File: src/rtl/key_event_queue.sv
// key_event_queue
//   Turns the raw keycode level coming from the NIOS PIO into discrete key
//   events. A fresh press produces one event. While 'hold' is set, a held key
//   also produces auto-repeat events. Events are buffered in a small FIFO,
//   and the consumer pops them with a valid/ready handshake.
//
// Ports
//   Clk        system clock
//   Reset_n    synchronous reset, active low
//   keycode    raw keycode level, asynchronous to game logic (0 = no key)
//   hold       1 = auto-repeat enabled
//   flush      synchronous queue flush
//   ev_ready   consumer accepts the head event
//   ev_valid   queue non-empty
//   ev_key     head event keycode (0 when empty)
//   ev_repeat  head event is an auto-repeat (0 when empty or fresh press)
//   count      queue occupancy, 0..DEPTH
//   overflow   sticky: an event was dropped because the queue was full
//   key_level  keycode after one register stage

module key_event_queue #(
  parameter int unsigned KEY_W        = 8,
  parameter int unsigned DEPTH        = 4,
  parameter int unsigned REPEAT_DELAY = 15_000_000,
  parameter int unsigned REPEAT_RATE  = 5_000_000
) (
  input  logic                       Clk,
  input  logic                       Reset_n,
  input  logic [KEY_W-1:0]           keycode,
  input  logic                       hold,
  input  logic                       flush,
  input  logic                       ev_ready,
  output logic                       ev_valid,
  output logic [KEY_W-1:0]           ev_key,
  output logic                       ev_repeat,
  output logic [$clog2(DEPTH+1)-1:0] count,
  output logic                       overflow,
  output logic [KEY_W-1:0]           key_level
);

  localparam int unsigned PTR_W   = $clog2(DEPTH);
  localparam int unsigned CNT_W   = $clog2(DEPTH + 1);
  localparam int unsigned REP_MAX = (REPEAT_DELAY > REPEAT_RATE) ? REPEAT_DELAY : REPEAT_RATE;
  localparam int unsigned REP_W   = $clog2(REP_MAX + 1);

  logic [KEY_W-1:0] kc_q;
  logic [KEY_W-1:0] kc_p;
  logic [REP_W-1:0] rep_cnt;
  // 0 while the next repeat is the first one after a press, so the longer
  // REPEAT_DELAY applies; 1 once the key is in steady repeat.
  logic             rep_started;

  logic [KEY_W:0]   mem [DEPTH];
  logic [PTR_W-1:0] wr_ptr;
  logic [PTR_W-1:0] rd_ptr;

  logic             key_active;
  logic             press_ev;
  logic             repeat_ev;
  logic [REP_W-1:0] rep_target;
  logic             push_req;
  logic [KEY_W:0]   push_data;
  logic             full;
  logic             do_pop;
  logic             do_push;
  logic             drop;

  // A press requires the key to differ from the previous sample, so a
  // repeat can never coincide with a press.
  always_comb begin
    key_active = (kc_q != '0);
    press_ev   = key_active && (kc_q != kc_p);
    rep_target = rep_started ? REP_W'(REPEAT_RATE - 1) : REP_W'(REPEAT_DELAY - 1);
    repeat_ev  = hold && key_active && !press_ev && (rep_cnt == rep_target);
    push_req   = press_ev || repeat_ev;
    push_data  = {repeat_ev, kc_q};
  end

  // A pop frees a slot on the same edge, so a full queue can still accept
  // an event when the consumer pops in that cycle.
  always_comb begin
    ev_valid = (count != '0);
    full     = (count == CNT_W'(DEPTH));
    do_pop   = ev_valid && ev_ready;
    do_push  = push_req && (!full || do_pop);
    drop     = push_req && full && !do_pop;
  end

  always_comb begin
    ev_key    = '0;
    ev_repeat = 1'b0;
    if (ev_valid) begin
      ev_key    = mem[rd_ptr][KEY_W-1:0];
      ev_repeat = mem[rd_ptr][KEY_W];
    end
  end

  assign key_level = kc_q;

  // The sample stages keep running through a flush, so a key that is still
  // held does not look like a new press afterwards. The flush also restarts
  // the full repeat delay.
  always_ff @(posedge Clk) begin
    if (!Reset_n) begin
      kc_q        <= '0;
      kc_p        <= '0;
      rep_cnt     <= '0;
      rep_started <= 1'b0;
      wr_ptr      <= '0;
      rd_ptr      <= '0;
      count       <= '0;
      overflow    <= 1'b0;
      for (int i = 0; i < int'(DEPTH); i++) begin
        mem[i] <= '0;
      end
    end else begin
      kc_q <= keycode;
      kc_p <= kc_q;
      if (flush) begin
        rep_cnt     <= '0;
        rep_started <= 1'b0;
        wr_ptr      <= '0;
        rd_ptr      <= '0;
        count       <= '0;
        overflow    <= 1'b0;
      end else begin
        if (press_ev || !hold || !key_active) begin
          rep_cnt     <= '0;
          rep_started <= 1'b0;
        end else if (repeat_ev) begin
          rep_cnt     <= '0;
          rep_started <= 1'b1;
        end else begin
          rep_cnt <= rep_cnt + 1'b1;
        end

        if (do_push) begin
          mem[wr_ptr] <= push_data;
          wr_ptr      <= wr_ptr + 1'b1;
        end
        if (do_pop) begin
          rd_ptr <= rd_ptr + 1'b1;
        end
        if (drop) begin
          overflow <= 1'b1;
        end

        case ({do_push, do_pop})
          2'b10:   count <= count + 1'b1;
          2'b01:   count <= count - 1'b1;
          default: count <= count;
        endcase
      end
    end
  end

endmodule
File: config.mk
export PLATFORM = sky130hd
export DESIGN_NAME = key_event_queue
export DESIGN_NICKNAME = d
export VERILOG_FILES = /design/src/rtl/key_event_queue.sv
export SDC_FILE = /design/constraint.sdc
export NUM_CORES = 1
export LEC_CHECK = 0
export CAP_MARGIN = 20
export CELL_PAD_IN_SITES_DETAIL_PLACEMENT = 1
export CELL_PAD_IN_SITES_GLOBAL_PLACEMENT = 2
export CORE_ASPECT_RATIO = 2
export CORE_UTILIZATION = 37
export DETAILED_ROUTE_END_ITERATION = 10
export HOLD_SLACK_MARGIN = 0.08
export PLACE_DENSITY = 0.88
export SLEW_MARGIN = 20
export SYNTH_ARGS = -nofsm -noshare
export SYNTH_HDL_FRONTEND = slang
export SYNTH_SLANG_ARGS = --single-unit
File: constraint.sdc
create_clock -name Clk -period 3.6 [get_ports Clk]
set_input_delay 0.9 -clock Clk [delete_from_list [all_inputs] [get_ports Clk]]
set_output_delay 0.9 -clock Clk [all_outputs]
set_load 0.1 [all_outputs]
==> out/qor.yml, run 1 <==
clock.fmax_mhz: 328
wirelength_mm: 8.41
fillCellCount: 1137
cp_top_family: "simple AND/OR/NAND/NOR gates"
crit_fanout: 9
synth_edf_count: 36
core_area_mm2: 0.00983
cts.sinks: 87
avgSynthCellArea_um2: 10.6
fin_ws_ns: 0.551
maxCapViolations: 0
ios: 35
synth_largest_area_cell: "edfxtp_1"
hold_buffers: 0
synthMuxAreaShare: 0.0535
antenna_found_initial: 0
regArea_mm2: 0.00210
syn_area_mm2: 0.00379
critPathSlowestCell: "or4_4"
rsz0062_at_grt: "no"
min_path_type: "flip-flop to flip-flop"
synth_common_cells: "nor2_1 (68), dfxtp_1 (51), edfxtp_1 (36)"
finalPower_mw: 2.28
hold_viol: 0
leakage_nw: 1.69
synthArstFlopShare: 0
grt_use_total: 0.175
cts_max_path_buffers: 2
num_vias: 2597
fin_nets: 411
postLayoutCellArea_mm2: 0.00455
synthAdderAreaFrac: 0.00858
r2r_cells: 6
rows: 51
setup_viol: 0
hpwl_mm: 6.51
ys_warn_count: 0
worstPathCellList: "clkdlybuf4s50_1, a21boi_0, o2111a_2, o21ai_2, or4_4, nand2_1"
synth_top_family_by_area: "simple AND/OR/NAND/NOR gates"
required_ns: 3.59
yosysMostFrequentCell: "nor2_1"
finalCriticalPeriod_ns: 3.05
layoutNonFillerInstCount: 533
drive_gt1_frac: 0.162
clk_latency_ns: 0.34
die_area_mm2: 0.0107
synth.distinct_cells: 44
cts-root-buf: "clkbuf_16"
diodes: 0
synth_top_area_frac: 0.285
postCtsSetupBuffers: 0
synth_compound_area_frac: 0.0347
crit_cells: 6
clkTransAtPathRegs_ns: 0.06
cts_max_level: 3
place_ws_ns: 0.178
end_kind: "flip-flop"
period_share: 0.847
relSlewSlack: 0.544
peakVddDrop_mv: 0.247
arrival_ns: 3.04
hold_depth: 1
drc_errors: 0
grtUsageMet2: 0.344
area_growth_pct: 20.0
synthesis.nets: 371
ant_nets: 0
synthTopCellsByArea: "edfxtp_1 (29%), dfxtp_1 (27%), nor2_1 (6.7%)"
use_met3: 0.0278
crit_path_start_kind: "primary input"
tightest_slew_ns: 0.678
wl_per_cell_um: 15.8
grt_pass1_vias: 2789
die_h_um: 145
post-place-cells: 517
power_density_mw_per_mm2: 502
outcome: "complete, no violations"
cts_tree: "yes"
skew_ns: 0.00636
grt_max_degree: 25
dpl_cell_area_mm2: 0.00424
viasPerCell: 4.87
first_pass_iters: 4
ys_seq_area_frac: 0.555
cts_buffers: 9
ys.flop_type: "dfxtp_1"
cp_num_buf_inv: 1
grtUsageMet1: 0.166
synth_xor_area_frac: 0.0786
grt_first_pass_wirelength_mm: 13.8
max_stage_delay_ns: 0.53
multi_input_area_mm2: 0.00157
synthCells: 356
place.gp.congestion: 0.779
finalSetupTns_ns: 0
portBuffers: 34
top_usage_layer: "met2"
dieWidth_um: 73.6
grt-ovfl-total: 0
yosys.area_share.simple: 0.238
start_util: 0.386
synth-seq-cells: 87
drt_iter0_drc: 171
cts_resized: 0
slew_violations: 0
setup.worst_path.class: "primary input to flip-flop"
[metal layers]
| layer | up-vias | part of all wire | wire length (µm) |
|---|---|---|---|
| li1 | 1289 | - | - |
| met4 | 0 | 0.019 | 156 |
| met2 | 36 | 0.61 | 5100 |
| met1 | 1262 | 0.35 | 2970 |
| met5 | - | 0 | 0 |
| met3 | 10 | 0.022 | 184 |
[flip-flops by register name (all words and copies together) (netlist names), named ones only]
signal and count:
rd_ptr 2, count 3, mem 36, rep_started 1, overflow 1, kc_p 8, wr_ptr 2, key_level 8
rep_cnt 24
[cells in the final DEF (no fill, tap or decap), types with 2 or more instances in the layout]
| cell | instances |
|---|---|
| nor2_1 | 68 |
| buf_4 | 29 |
| xnor2_1 | 17 |
| or3_1 | 2 |
| and3_1 | 5 |
| nor4_4 | 2 |
| mux4_2 | 9 |
| dfxtp_1 | 51 |
| nor4_1 | 6 |
| xor2_1 | 17 |
| inv_6 | 2 |
| nand2_1 | 25 |
| o2111ai_1 | 2 |
| a21boi_0 | 2 |
| inv_1 | 19 |
| nand4b_1 | 2 |
| edfxtp_1 | 36 |
| a21oi_1 | 4 |
| and2_1 | 29 |
| nand3_1 | 13 |
| clkdlybuf4s50_1 | 12 |
| clkbuf_16 | 9 |
| nor3_1 | 6 |
| clkinv_4 | 3 |
| o21ai_0 | 4 |
| nand4_1 | 4 |
[logic make-up (layout without fill, tap and decap cells)]
group,count (synthesis),in the layout
simple gates,174,174
flops,87,87
xor+xnor,34,34
buf+inv,31,76
compound gates,19,19
mux,9,9
fa+ha+maj,2,2
[worst register-to-register path: cells and delay by family (launching register included)]
kind	cells	cell delay, ns
flops	1	0.36
simple gates	4	1.73
compound gates	2	0.44
[path summary, 6_finish.rpt]
kind | start | end | slack (ns)
hold / removal | rep_cnt[0] | rep_cnt[0] | 0.46
hold reg to reg | rep_cnt[0] | rep_cnt[0] | 0.46
setup reg to reg | rep_cnt[10] | mem[1][0] | 0.73
setup / recovery | hold | mem[1][0] | 0.55
[stage by stage]
step | hold WS, ns | utilization
global placement | 0.445 | 0.432
global route | 0.482 | 0.463
floorplan | 0.426 | -
finish | 0.461 | 0.463
detailed placement | 0.452 | 0.432
CTS | 0.467 | 0.463
[area by class of cell]
| type | instances | share of cell area |
|---|---|---|
| flip-flops and latches | 87 | 0.462 |
| multi-input cells | 238 | 0.345 |
| repair buffers | 41 | 0.0743 |
| clock buffers | 9 | 0.0495 |
| well taps | 132 | 0.0363 |
| clock inverters | 7 | 0.0173 |
| inverters | 19 | 0.0157 |
[where the power goes]
part	internal (mW)	switching, mW	total [mW]
registers	1.06	0.0220	1.08
logic	0.0775	0.183	0.260
clock network	0.545	0.395	0.940
(Power assumes the default switching activity.)
==> inputs of run 2 (changes only) <==
==> constraint.sdc (replaced) <==
create_clock -name Clk -period 3 [get_ports Clk]
set_input_delay 0.75 -clock Clk [delete_from_list [all_inputs] [get_ports Clk]]
set_output_delay 0.75 -clock Clk [all_outputs]
set_load 0.1 [all_outputs]
==> out/qor.yml, run 2 (same netlist as run 1, synthesis figures left out) <==
regArea_mm2: 0.00212  # was 0.00210 mm²
combPwrFrac: 0.125  # was 0.114
peakVddDrop_mv: 0.366  # was 0.247 mV
wl_per_cell_um: 16.1  # was 15.8 µm
multi_input_area_mm2: 0.00158  # was 0.00157 mm²
period_share: 0.877
cts_max_path_buffers: 2  # unchanged
hpwl_mm: 6.96  # was 6.51 mm
setup_viol: 0  # unchanged
grt-ovfl-total: 0  # unchanged
antenna_found_initial: 0  # unchanged
cp-startpoint: "rep_cnt[6]"  # was hold
skew_ns: 0.00628  # was 0.00636 ns
diodes: 0  # unchanged
clk_latency_ns: 0.34  # about the same
worstPathCellList: "or4b_4, nor4_4, o2111a_2, o211ai_1, or3_1, nand2_1"  # was clkdlybuf4s50_1, a21boi_0, o2111a_2, o21ai_2, or4_4, nand2_1
num_vias: 2714  # was 2597
rows: 51  # unchanged
clock.fmax_mhz: 380
finalCriticalPeriod_ns: 2.63
power_density_mw_per_mm2: 595  # was 502 mW/mm²
r2r_cells: 6  # unchanged
hold_depth: 1  # unchanged
largest_reg_flops: 36  # unchanged
regMostFlops: "mem"  # unchanged
relSlewSlack: 0.617  # was 0.544
fillCellCount: 1116  # was 1137
place.gp.congestion: 0.865  # was 0.779
min_from: "rep_cnt[0]"  # unchanged
crit_path_start_kind: "flip-flop"  # was primary input
tightest_slew_ns: 0.571  # was 0.678 ns
clkTransAtPathRegs_ns: 0.06  # about the same
maxCapViolations: 0  # unchanged
critPathSlowestCell: "or4b_4"  # was or4_4
power_switching_mw: 0.726  # was 0.600 mW
clockPowerShare: 0.421  # was 0.411
drt_iter0_drc: 130  # was 171
final_cell_mix: "nor2_1 (68), dfxtp_1 (40), edfxtp_1 (36), buf_4 (33), nand2_1 (25)"  # was nor2_1 (68), dfxtp_1 (51), edfxtp_1 (36), and2_1 (29), buf_4 (29)
cp_num_buf_inv: 0  # was 1
internal_power_mw: 2.15  # was 1.69 mW
leakage_nw: 1.81  # was 1.69 nW
portBuffers: 34  # unchanged
first_pass_iters: 4  # unchanged
start_util: 0.386  # unchanged
dieWidth_um: 73.6  # unchanged
sequentialPowerShare: 0.454  # was 0.475
ant_nets: 0  # unchanged
dpl_cell_area_mm2: 0.00450  # was 0.00424 mm²
ios: 35  # unchanged
core_area_mm2: 0.00983  # unchanged
cts_max_level: 3  # unchanged
cts_resized: 0  # unchanged
max_stage_delay_ns: 0.56  # was 0.53 ns
top_regs: "mem: 36 flops, rep_cnt: 24 flops"  # unchanged
min_to: "rep_cnt[0]"  # unchanged
end_kind: "flip-flop"  # unchanged
die_h_um: 145  # unchanged
grt_first_pass_wirelength_mm: 15.0  # was 13.8 mm
outcome: "complete, no violations"  # unchanged
cts_tree: "yes"  # unchanged
drive_gt1_frac: 0.239  # was 0.162
wirelength_mm: 8.79  # was 8.41 mm
slew_violations: 0  # unchanged
grt_use_total: 0.188  # was 0.175
grt_pass1_vias: 3072  # was 2789
worstReg2RegEnd: "mem[0][1]"  # was mem[1][0]
postLayoutCellArea_mm2: 0.00483  # was 0.00455 mm²
min_path_type: "flip-flop to flip-flop"  # unchanged
rsz0062_at_grt: "no"  # unchanged
final_common_cell: "nor2_1"  # unchanged
required_ns: 2.99  # was 3.59 ns
cts-root-buf: "clkbuf_16"  # unchanged
drc_errors: 0  # unchanged
grt_max_degree: 23  # was 25
die_area_mm2: 0.0107  # unchanged
arrival_ns: 2.62  # was 3.04 ns
cp_top_family: "simple AND/OR/NAND/NOR gates"  # unchanged
postCtsSetupBuffers: 0  # unchanged
area_growth_pct: 27.4  # was 20.0%
cts.sinks: 87  # unchanged
hold_buffers: 0  # unchanged
r2r_start: "rep_cnt[6]"  # was rep_cnt[10]
switching_share: 0.253  # was 0.262
cts_buffers: 9  # unchanged
hold_viol: 0  # unchanged
fin_nets: 425  # was 411
finalSetupTns_ns: 0  # unchanged
rrSetupSlack_ns: 0.37  # was 0.73 ns
viasPerCell: 4.96  # was 4.87
setup.worst_path.class: "flip-flop to flip-flop"  # was primary input to flip-flop
crit_fanout: 9  # unchanged
==> run 2: cell type report <==
type                    count  share of cell area
multi-input cells         238               0.327
clock buffers               9              0.0466
well taps                 132              0.0342
inverters                  19              0.0148
flip-flops and latches     87               0.438
clock inverters             7              0.0215
repair buffers             55               0.118
==> run 2: layer usage <==
layer,GRT usage,share of wire
met5,0,0
met3,0.0354,0.030
met2,0.363,0.60
met1,0.179,0.34
met4,0.0865,0.029
==> run 2: stage by stage <==
| stage | setup WS, ns | std cells | power [mW] | utilization | hold WS (ns) |
|---|---|---|---|---|---|
| 3_3_place_gp | 0.101 | 531 | 1.68 | 0.458 | 0.443 |
| 3_5_place_dp | 0.0107 | 531 | 1.69 | 0.458 | 0.450 |
| 2_1_floorplan | 0.209 | 356 | 1.56 | - | 0.426 |
| 5_1_grt | 0.105 | 547 | 2.96 | 0.491 | 0.479 |
| 6_report | 0.368 | 547 | 2.87 | 0.491 | 0.468 |
| 4_1_cts | 0.334 | 547 | 2.90 | 0.491 | 0.465 |
==> run 2: how the worst max path moves through the flow <==
| stage | endpoint | cells after the start |
|---|---|---|
| 3_3_place_gp | mem[1][5] | 7 |
| 4_1_cts | mem[0][1] | 6 |
| 2_1_floorplan | mem[3][0] | 6 |
| 3_5_place_dp | mem[0][7] | 6 |
| 6_report | mem[0][1] | 6 |
| 5_1_grt | count[2] | 10 |
==> run 2: power by group through the flow <==
stage	logic [mW]	clock network, mW	registers [mW]
after CTS	0.365	1.24	1.30
after detailed placement	0.363	0	1.33
after global placement	0.353	0	1.33
final	0.359	1.21	1.30
after global routing	0.382	1.27	1.31
after floorplan	0.181	0	1.38
